--- config.mk ---
export PLATFORM = sky130hd
export DESIGN_NAME = dmem_store_buffer_flat
export DESIGN_NICKNAME = d
export VERILOG_FILES = /design/src/rtl/dmem_store_buffer_if.sv /design/src/rtl/dmem_store_buffer.sv /design/src/flat_wrapper.sv
export SDC_FILE = /design/constraint.sdc
export NUM_CORES = 2
export LEC_CHECK = 0
export BUFFER_PORTS_ARGS = -buffer_cell sky130_fd_sc_hd__buf_2
export CAP_MARGIN = 20
export CELL_PAD_IN_SITES_DETAIL_PLACEMENT = 1
export CELL_PAD_IN_SITES_GLOBAL_PLACEMENT = 2
export CORE_MARGIN = 5
export CORE_UTILIZATION = 35
export CTS_CLUSTER_DIAMETER = 40
export DETAILED_ROUTE_END_ITERATION = 16
export GPL_ROUTABILITY_DRIVEN = 0
export HOLD_SLACK_MARGIN = 0.1
export PLACE_DENSITY = 0.75
export SYNTH_ARGS = -nofsm -noshare
export SYNTH_HDL_FRONTEND = slang
export SYNTH_SLANG_ARGS = --single-unit
--- constraint.sdc ---
create_clock -name clk -period 43.9 [get_ports clk]
set_clock_uncertainty 0.05 [all_clocks]
set_input_delay 4.39 -clock clk [delete_from_list [all_inputs] [get_ports clk]]
set_output_delay 4.39 -clock clk [all_outputs]
set_load 0.005 [all_outputs]
--- src/rtl/dmem_store_buffer_if.sv ---
// Bus bundle for the data-memory store buffer.
// Groups the core load/store port and the data-memory read/write ports.
// slave  : the view used by dmem_store_buffer itself.
// master : the view used by the environment (core + memory model).
interface dmem_store_buffer_if #(
    parameter int ADDR_W = 64,
    parameter int DATA_W = 64
);
    // Core side.
    logic [ADDR_W-1:0] core_addr;
    logic [DATA_W-1:0] core_wdata;
    logic              core_we;
    logic [DATA_W-1:0] core_rdata;
    logic              core_stall;

    // Memory read port.
    logic [ADDR_W-1:0] mem_raddr;
    logic [DATA_W-1:0] mem_rdata;

    // Memory write channel (valid/ready).
    logic [ADDR_W-1:0] mem_waddr;
    logic [DATA_W-1:0] mem_wdata;
    logic              mem_wvalid;
    logic              mem_wready;

    modport slave (
        input  core_addr,
        input  core_wdata,
        input  core_we,
        output core_rdata,
        output core_stall,
        output mem_raddr,
        input  mem_rdata,
        output mem_waddr,
        output mem_wdata,
        output mem_wvalid,
        input  mem_wready
    );

    modport master (
        output core_addr,
        output core_wdata,
        output core_we,
        input  core_rdata,
        input  core_stall,
        input  mem_raddr,
        output mem_rdata,
        input  mem_waddr,
        input  mem_wdata,
        input  mem_wvalid,
        output mem_wready
    );
endinterface

--- src/rtl/dmem_store_buffer.sv ---
// dmem_store_buffer: posted-write store buffer for the core data port.
//
// Stores are accepted in a single cycle into a circular FIFO of doubleword
// entries and drained to memory over a valid/ready write channel. Loads go
// straight to memory combinationally, with store-to-load forwarding from the
// youngest queued entry that matches the doubleword address.
//
// Optional build macro:
//   STB_COALESCE_EN - a store hitting the youngest entry (with at least two
//                     entries queued, so never the head) overwrites that
//                     entry's data instead of allocating a new one.
//
// DEPTH must be a power of two and at least 2, so the pointers wrap for free.
module dmem_store_buffer #(
    parameter int DEPTH  = 4,
    parameter int ADDR_W = 64,
    parameter int DATA_W = 64
) (
    input  logic                         clk,
    input  logic                         rst,
    dmem_store_buffer_if.slave           bus,
    output logic [$clog2(DEPTH+1)-1:0]   sb_count,
    output logic                         sb_empty
);
    localparam int PTR_W = $clog2(DEPTH);
    localparam int CNT_W = $clog2(DEPTH + 1);
    localparam int TAG_W = ADDR_W - 3;

    // Entry storage: doubleword address tag and data.
    logic [TAG_W-1:0]  tag_q  [DEPTH];
    logic [TAG_W-1:0]  tag_d  [DEPTH];
    logic [DATA_W-1:0] data_q [DEPTH];
    logic [DATA_W-1:0] data_d [DEPTH];

    // FIFO bookkeeping.
    logic [PTR_W-1:0]  head_q;
    logic [PTR_W-1:0]  head_d;
    logic [PTR_W-1:0]  tail_q;
    logic [PTR_W-1:0]  tail_d;
    logic [CNT_W-1:0]  count_q;
    logic [CNT_W-1:0]  count_d;

    // Combinational helpers.
    logic [TAG_W-1:0]  core_tag_s;
    logic [PTR_W-1:0]  youngest_s;
    logic              stall_s;
    logic              push_s;
    logic              pop_s;
    logic              alloc_s;
    logic              coalesce_s;
    logic [DEPTH-1:0]  match_s;
    logic              fwd_hit_s;
    logic [DATA_W-1:0] fwd_data_s;

    // The byte offset inside a doubleword plays no part in matching or draining.
    logic              unused_addr_lsb_s;
    assign unused_addr_lsb_s = ^bus.core_addr[2:0];

    assign core_tag_s = bus.core_addr[ADDR_W-1:3];
    assign youngest_s = tail_q - PTR_W'(1);

    // Stall comes only from the registered count; a pop this cycle does not relieve it.
    assign stall_s = (count_q == CNT_W'(DEPTH));
    assign push_s  = bus.core_we && !stall_s;
    assign pop_s   = (count_q != CNT_W'(0)) && bus.mem_wready;

`ifdef STB_COALESCE_EN
    // With two or more entries the youngest is never the head, so the entry
    // currently presented on the write channel can never be rewritten.
    assign coalesce_s = push_s
                        && (count_q >= CNT_W'(2))
                        && (tag_q[youngest_s] == core_tag_s);
`else
    assign coalesce_s = 1'b0;
`endif

    assign alloc_s = push_s && !coalesce_s;

    // Next entry contents: allocate at tail, or merge into the youngest entry.
    always_comb begin
        for (int i = 0; i < DEPTH; i++) begin
            tag_d[i]  = tag_q[i];
            data_d[i] = data_q[i];
        end
        case ({alloc_s, coalesce_s})
            2'b10: begin
                tag_d[tail_q]  = core_tag_s;
                data_d[tail_q] = bus.core_wdata;
            end
            2'b01: begin
                data_d[youngest_s] = bus.core_wdata;
            end
            default: begin
                tag_d[tail_q] = tag_q[tail_q];
            end
        endcase
    end

    // Next pointers and occupancy; simultaneous allocate and pop leave count unchanged.
    always_comb begin
        head_d  = head_q;
        tail_d  = tail_q;
        count_d = count_q;
        if (pop_s) begin
            head_d = head_q + PTR_W'(1);
        end else begin
            head_d = head_q;
        end
        if (alloc_s) begin
            tail_d = tail_q + PTR_W'(1);
        end else begin
            tail_d = tail_q;
        end
        case ({alloc_s, pop_s})
            2'b10:   count_d = count_q + CNT_W'(1);
            2'b01:   count_d = count_q - CNT_W'(1);
            default: count_d = count_q;
        endcase
    end

    // Youngest-first forwarding search: walk from tail-1 backwards over the valid entries.
    always_comb begin
        logic [PTR_W-1:0] idx_v;
        match_s    = {DEPTH{1'b0}};
        fwd_data_s = {DATA_W{1'b0}};
        idx_v      = youngest_s;
        // Oldest candidate first so that the youngest match is the last one applied.
        for (int i = DEPTH - 1; i >= 0; i--) begin
            idx_v      = youngest_s - PTR_W'(i);
            match_s[i] = (CNT_W'(i) < count_q) && (tag_q[idx_v] == core_tag_s);
            fwd_data_s = match_s[i] ? data_q[idx_v] : fwd_data_s;
        end
    end

    assign fwd_hit_s = |match_s;

    // Load path and write channel are pure functions of the registered state.
    assign bus.mem_raddr  = bus.core_addr;
    assign bus.core_rdata = fwd_hit_s ? fwd_data_s : bus.mem_rdata;
    assign bus.core_stall = stall_s;
    assign bus.mem_wvalid = (count_q != CNT_W'(0));
    assign bus.mem_waddr  = {tag_q[head_q], 3'b000};
    assign bus.mem_wdata  = data_q[head_q];

    assign sb_count = count_q;
    assign sb_empty = (count_q == CNT_W'(0));

    // Pointer and occupancy registers; reset discards every pending store.
    always_ff @(posedge clk or posedge rst) begin
        if (rst) begin
            head_q  <= {PTR_W{1'b0}};
            tail_q  <= {PTR_W{1'b0}};
            count_q <= {CNT_W{1'b0}};
        end else begin
            head_q  <= head_d;
            tail_q  <= tail_d;
            count_q <= count_d;
        end
    end

    // Entry storage registers.
    always_ff @(posedge clk or posedge rst) begin
        if (rst) begin
            for (int i = 0; i < DEPTH; i++) begin
                tag_q[i]  <= {TAG_W{1'b0}};
                data_q[i] <= {DATA_W{1'b0}};
            end
        end else begin
            for (int i = 0; i < DEPTH; i++) begin
                tag_q[i]  <= tag_d[i];
                data_q[i] <= data_d[i];
            end
        end
    end

endmodule

--- src/flat_wrapper.sv ---
// flat-port wrapper written by rule: the top's interface ports become plain ports
module dmem_store_buffer_flat 
#(
    parameter int DEPTH  = 4,
    parameter int ADDR_W = 64,
    parameter int DATA_W = 64
)
  (clk, rst, sb_count, sb_empty, bus_core_addr, bus_core_wdata, bus_core_we, bus_core_rdata, bus_core_stall, bus_mem_raddr, bus_mem_rdata, bus_mem_waddr, bus_mem_wdata, bus_mem_wvalid, bus_mem_wready);
  dmem_store_buffer_if #(.ADDR_W(ADDR_W), .DATA_W(DATA_W)) bus_i ();
  input  logic clk;
  input  logic rst;
  output logic [$clog2(DEPTH+1)-1:0] sb_count;
  output logic sb_empty;
  input wire logic [$bits(bus_i.core_addr)-1:0] bus_core_addr;
  input wire logic [$bits(bus_i.core_wdata)-1:0] bus_core_wdata;
  input wire logic [$bits(bus_i.core_we)-1:0] bus_core_we;
  output wire logic [$bits(bus_i.core_rdata)-1:0] bus_core_rdata;
  output wire logic [$bits(bus_i.core_stall)-1:0] bus_core_stall;
  output wire logic [$bits(bus_i.mem_raddr)-1:0] bus_mem_raddr;
  input wire logic [$bits(bus_i.mem_rdata)-1:0] bus_mem_rdata;
  output wire logic [$bits(bus_i.mem_waddr)-1:0] bus_mem_waddr;
  output wire logic [$bits(bus_i.mem_wdata)-1:0] bus_mem_wdata;
  output wire logic [$bits(bus_i.mem_wvalid)-1:0] bus_mem_wvalid;
  input wire logic [$bits(bus_i.mem_wready)-1:0] bus_mem_wready;
  assign bus_i.core_addr = bus_core_addr;
  assign bus_i.core_wdata = bus_core_wdata;
  assign bus_i.core_we = bus_core_we;
  assign bus_core_rdata = bus_i.core_rdata;
  assign bus_core_stall = bus_i.core_stall;
  assign bus_mem_raddr = bus_i.mem_raddr;
  assign bus_i.mem_rdata = bus_mem_rdata;
  assign bus_mem_waddr = bus_i.mem_waddr;
  assign bus_mem_wdata = bus_i.mem_wdata;
  assign bus_mem_wvalid = bus_i.mem_wvalid;
  assign bus_i.mem_wready = bus_mem_wready;
  dmem_store_buffer #(.DEPTH(DEPTH), .ADDR_W(ADDR_W), .DATA_W(DATA_W)) u_core (.clk(clk), .rst(rst), .bus(bus_i), .sb_count(sb_count), .sb_empty(sb_empty));
endmodule
Yosys cells after proc, flatten, opt, wreduce, memory -nomap -nowiden
Cells that the tools add are included.

word-level totals
  flip-flop bits (word level) = 507

operators by class
  bitwise logic cells = 6
  muxes and demuxes = 47
  reductions and logical operators = 12
  eq/ne operators = 7
  $lt $le $gt $ge = 11
  $add $sub $neg = 8

operators with widths
  cell                                                         number
  two-way mux 64 bit                                           16
  two-way mux 61 bit                                           13
  binary-select mux 61 bit (select 2 bit)                      6
  binary-select mux 64 bit (select 2 bit)                      5
  bitwise mux 244 bit                                          2
  bitwise mux 256 bit                                          1
  equality test 61 bit                                         4
  two-way mux 244 bit                                          1
  demux 64 bit (select 2 bit)                                  1
  demux 61 bit (select 2 bit)                                  1
  greater-or-equal comparator 3 bit (second input constant)    6
  NOT 2 -> 3 bit                                               6
  logical AND 1 bit                                            7
  less-than comparator 1 x 3 -> 1 bit (first input constant)   2
  less-than comparator 2 x 3 -> 1 bit (first input constant)   2
  one-hot mux 3 bit (2 select lines)                           1
  adder 2 x 1 -> 2 bit (second input constant)                 2
  OR reduction 4 bit                                           1
  subtractor 2 x 1 -> 2 bit (second input constant)            2
  subtractor 2 bit (second input constant)                     2
  adder 3 x 1 -> 3 bit (second input constant)                 1
  equality test 3 bit (second input constant)                  1
  zero test 3 bit                                              1
  less-than comparator 3 x 1 -> 1 bit (second input constant)  1
  other kinds (6)                                              6

Longest topological paths before layout
  depth after elaboration = 13
  gate-level depth with buffers = 26
  gate-level depth less buffers = 11

Worst setup path after synthesis
OpenSTA, ideal clock, no wires.

  path type = input-to-output
  start = in bus_core_addr[63]
  end = out bus_core_rdata[62]
  setup slack = 32.441 ns
  data arrival time = 7.019 ns
  path buffers = 2
  stages on the path = 10
  required time = 39.460 ns
  path through = clkbuf_1 o221ai_1 or4b_1 a2111oi_2 nand4_2 nor3_4 mux2i_1 clkbuf_1 o22ai_1 o22ai_1

between the ends
  longest elaborated chain between the ends = 7

ends and longest elaborated chain
  element                          line                      source
  from (decl)                      flat_wrapper.sv:14        input wire logic [$bits(bus_i.core_addr)-1:0] bus_core_addr;
  equality test 61 bit             dmem_store_buffer.sv:130  match_s[i] = (CNT_W'(i) < count_q) && (tag_q[idx_v] == core_tag_s);
  logical AND 1 bit                dmem_store_buffer.sv:130
  two-way mux 64 bit (4 in a row)  dmem_store_buffer.sv:131  fwd_data_s = match_s[i] ? data_q[idx_v] : fwd_data_s;
  two-way mux 64 bit *             dmem_store_buffer.sv:139  assign bus.core_rdata = fwd_hit_s ? fwd_data_s : bus.mem_rdata;
  to (decl)                        flat_wrapper.sv:17        output wire logic [$bits(bus_i.core_rdata)-1:0] bus_core_rdata;

Every way passes the cells marked *; elsewhere a longest branch is shown, timed or not.

Final worst setup path
  start = reg u_core.tail_q[0]
  end = out bus_core_rdata[1]

between the ends
  longest elaborated chain between the ends = 13

ends and longest elaborated chain
  element                                                line                                                source
  from (decl)                                            dmem_store_buffer.sv:38                             logic [PTR_W-1:0] tail_q;
  from (signal assigned)                                 dmem_store_buffer.sv:152                            tail_q <= {PTR_W{1'b0}};
  from (signal assigned)                                 dmem_store_buffer.sv:156                            tail_q <= tail_d;
  subtractor 2 x 1 -> 2 bit *                            dmem_store_buffer.sv:60                             assign youngest_s = tail_q - PTR_W'(1);
  subtractor 2 bit                                       dmem_store_buffer.sv:129                            idx_v = youngest_s - PTR_W'(i);
  NOT 2 -> 3 bit (implied by the code)                   dmem_store_buffer.sv:130, dmem_store_buffer.sv:131
  binary-select mux 61 bit (select 2 bit)                dmem_store_buffer.sv:130
  two-way mux 61 bit (implied by the code) (2 in a row)  dmem_store_buffer.sv:130
  equality test 61 bit                                   dmem_store_buffer.sv:130
  logical AND 1 bit                                      dmem_store_buffer.sv:130
  two-way mux 64 bit (4 in a row)                        dmem_store_buffer.sv:131
  two-way mux 64 bit *                                   dmem_store_buffer.sv:139

Every way passes the cells marked *; elsewhere a longest branch is shown, timed or not. The select of a mux whose other input is x is not followed.

==> metrics.csv <==
metric;value;unit
status;completed;
slew_headroom;24.3;%
rr_worst_depth;6;
worstSetupPathDepth;16;
cts_root_buf;clkbuf_16;
grt_max_degree;145;
fmax;71.3;MHz
ctsLongestPathBuffers;3;
drc_errors;0;
finish.net_count;3898;
critPathSlowestCell;dfrtp_4;
synth_cell_types;74;
synth.avg_cell_area;11.7;sq um
ys.flop_type;dfrtp_1;
period_share;31.9;%
grt_pass1_vias;34700;
hold_path_depth;1;
yosysWarningCount;0;
cts_tree;yes;
synth_area_leader_cell;dfrtp_1;
worstSetupStartpointType;register;
holdBufCountCts;0;
fin_util;41.2;%
yosysMostFrequentCell;mux4_2;
grt_pass1_wl;243000;um
maxCapViolCount;0;
combPwrFrac;60.0;%
synth_common_cells;mux4_2, dfrtp_1, mux2_2;
p_leak;18.6;nW
path_cells;inv_2 -> ha_4 -> buf_4 -> buf_4 -> buf_4 -> mux2i_1 -> xor2_1 -> nand4_1 -> a2111oi_0 -> nand4_1 -> o41ai_4 -> buf_4 -> o211a_2 -> o21ai_1 -> o21ai_1 -> buf_2;
required;39.46;ns
timing.final.hold_violations;0;
crit_buf_inv;6;
ys_top_cells_by_area;dfrtp_1, mux4_2, mux2_2;
synth_edf_count;0;
drt-wirelength-per-cell;30.7;um
hold_path.class;reg2reg;
path_class;reg2out;
firstDrtPassIters;7;
critPathTopFamily;buffers and inverters;
vias;33900;
p_seq_share;21.6;%
switching_share;44.8;%
p_switching;0.00225;W
cts_buffers;118;
track_usage;25.6;%
ys_seq_elements;507;
grt_antenna_before_repair;25;
drtIter0Drc;3413;
synth_cells;3506;
drv_slew;0;
finalSetupTns;0;ns
dieArea;124000;sq um
synth_top_area_share;30.9;%
arrival;9.58;ns
tightestPinTransition;1.14;ns
intPower;0.00277;W
area_delta_synth_final;16.5;%
drive_above_1_share;41.3;%
cp_slowest_stage_delay;1.05;ns
core_area;116000;sq um
ioPinCount;458;
dp_hpwl;111000;um
setup_viol;0;
end_kind;output port;
synth-async-reset-ratio;100;%
htreeDepth;3;
insertion_delay;0.70;ns
rsz0062_at_grt;no;
synthesis.area;41100;sq um
path_clk_slew;0.05;ns
cts.sinks;507;
ir_worst_vdd;0.0000747;V
antenna_left;0;
power-per-cell-area;105;nW/um^2
numPortBuffers;448;
fin_crit;14.02;ns
p_total;0.00501;W
crit_top_cell;buf_4;
ctsResizeCount;0;
p_clk_share;18.4;%
die_w;353;um
ys_seq_area_share;30.9;%
drt-total-wl;164000;um
die_y;353;um
initial_utilization;35.3;%
grt_overflow;0;
vias_per_cell;6.35;
cts_setup_buffers;0;
crit_fanout;61;
rows;125;
[power by group through the flow]
stage | clock (W) | sequential [W] | combinational, W
floorplan | 0 | 0.000898 | 0.00223
global placement | 0 | 0.00105 | 0.00295
detailed placement | 0 | 0.00107 | 0.00298
CTS | 0.000943 | 0.00107 | 0.00301
global route | 0.000967 | 0.00112 | 0.00317
finish | 0.000924 | 0.00108 | 0.00301
[kinds of logic after synthesis]
| kind of cell | after synthesis | synth area share (%) |
|---|---|---|
| xor+xnor | 200 | 4.26 |
| buf+inv | 470 | 5.75 |
| other cells | 1 | 0.00912 |
| compound gates | 585 | 8.41 |
| simple gates | 702 | 8.61 |
| mux | 1032 | 41.8 |
| fa+ha+maj | 9 | 0.274 |
| flops | 507 | 30.9 |
[sequential cells by signal, summed over array words and instances, names as in the netlist]
| register | count |
|---|---|
| u_core.tail_q | 2 |
| u_core.sb_count | 3 |
| u_core.head_q | 2 |
| u_core.data_q | 256 |
| u_core.tag_q | 244 |
[layout by cell type, fill, tap and decap left out, types with 79 or more instances in the layout]
master     count
a21oi_1      275
buf_2        448
clkbuf_16    118
dfrtp_1      503
mux2_2       308
mux2i_1      203
mux4_2       518
nand4_1       81
nor2_1       259
o21ai_1       79
o22ai_1      118
xnor2_1      192
[routing by layer]
metal	wire, um	global-route usage, %	up-vias	part of all wire, %
met5	34	0	-	0.021
met4	7840	11.4	6	4.8
met3	12000	4.91	344	7.3
met2	77900	41.0	1453	48
met1	66200	33.9	18100	40
li1	-	-	14000	-
[stage by stage]
step	instances	cell area (sq um)	worst slack, ns	hold WS, ns
after global routing	5333	47900	29.28	0.533
after floorplan	3508	41100	25.30	0.459
final	5339	47900	29.88	0.507
after CTS	5318	47800	29.82	0.508
after global placement	5096	43600	30.23	0.487
after detailed placement	5096	43600	30.22	0.496
[area by class of cell]
class | instances | area (sq um)
sequential | 507 | 12700
antenna | 20 | 50.0
timing repair buffer | 500 | 2700
inverter | 35 | 139
multi-input combinational | 2531 | 26200
fill | 12400 | 68500
clock buffer | 145 | 3190
clock inverter | 77 | 1010
tap | 1524 | 1910
[final timing paths]
| path | to | slack, ns | startpoint |
|---|---|---|---|
| setup / recovery | bus_core_rdata[1] | 29.88 | u_core.tail_q[0] |
| hold / removal | u_core.data_q[191] | 0.51 | u_core.data_q[191] |
| setup reg to reg | u_core.data_q[41] | 38.76 | u_core.tail_q[0] |
| hold reg to reg | u_core.data_q[191] | 0.51 | u_core.data_q[191] |
| max in group asynchronous | u_core.data_q[32] | 37.80 | rst |
| min in group asynchronous | u_core.data_q[3] | 3.69 | rst |
No activity file was read; power rests on OpenSTA's default activity.
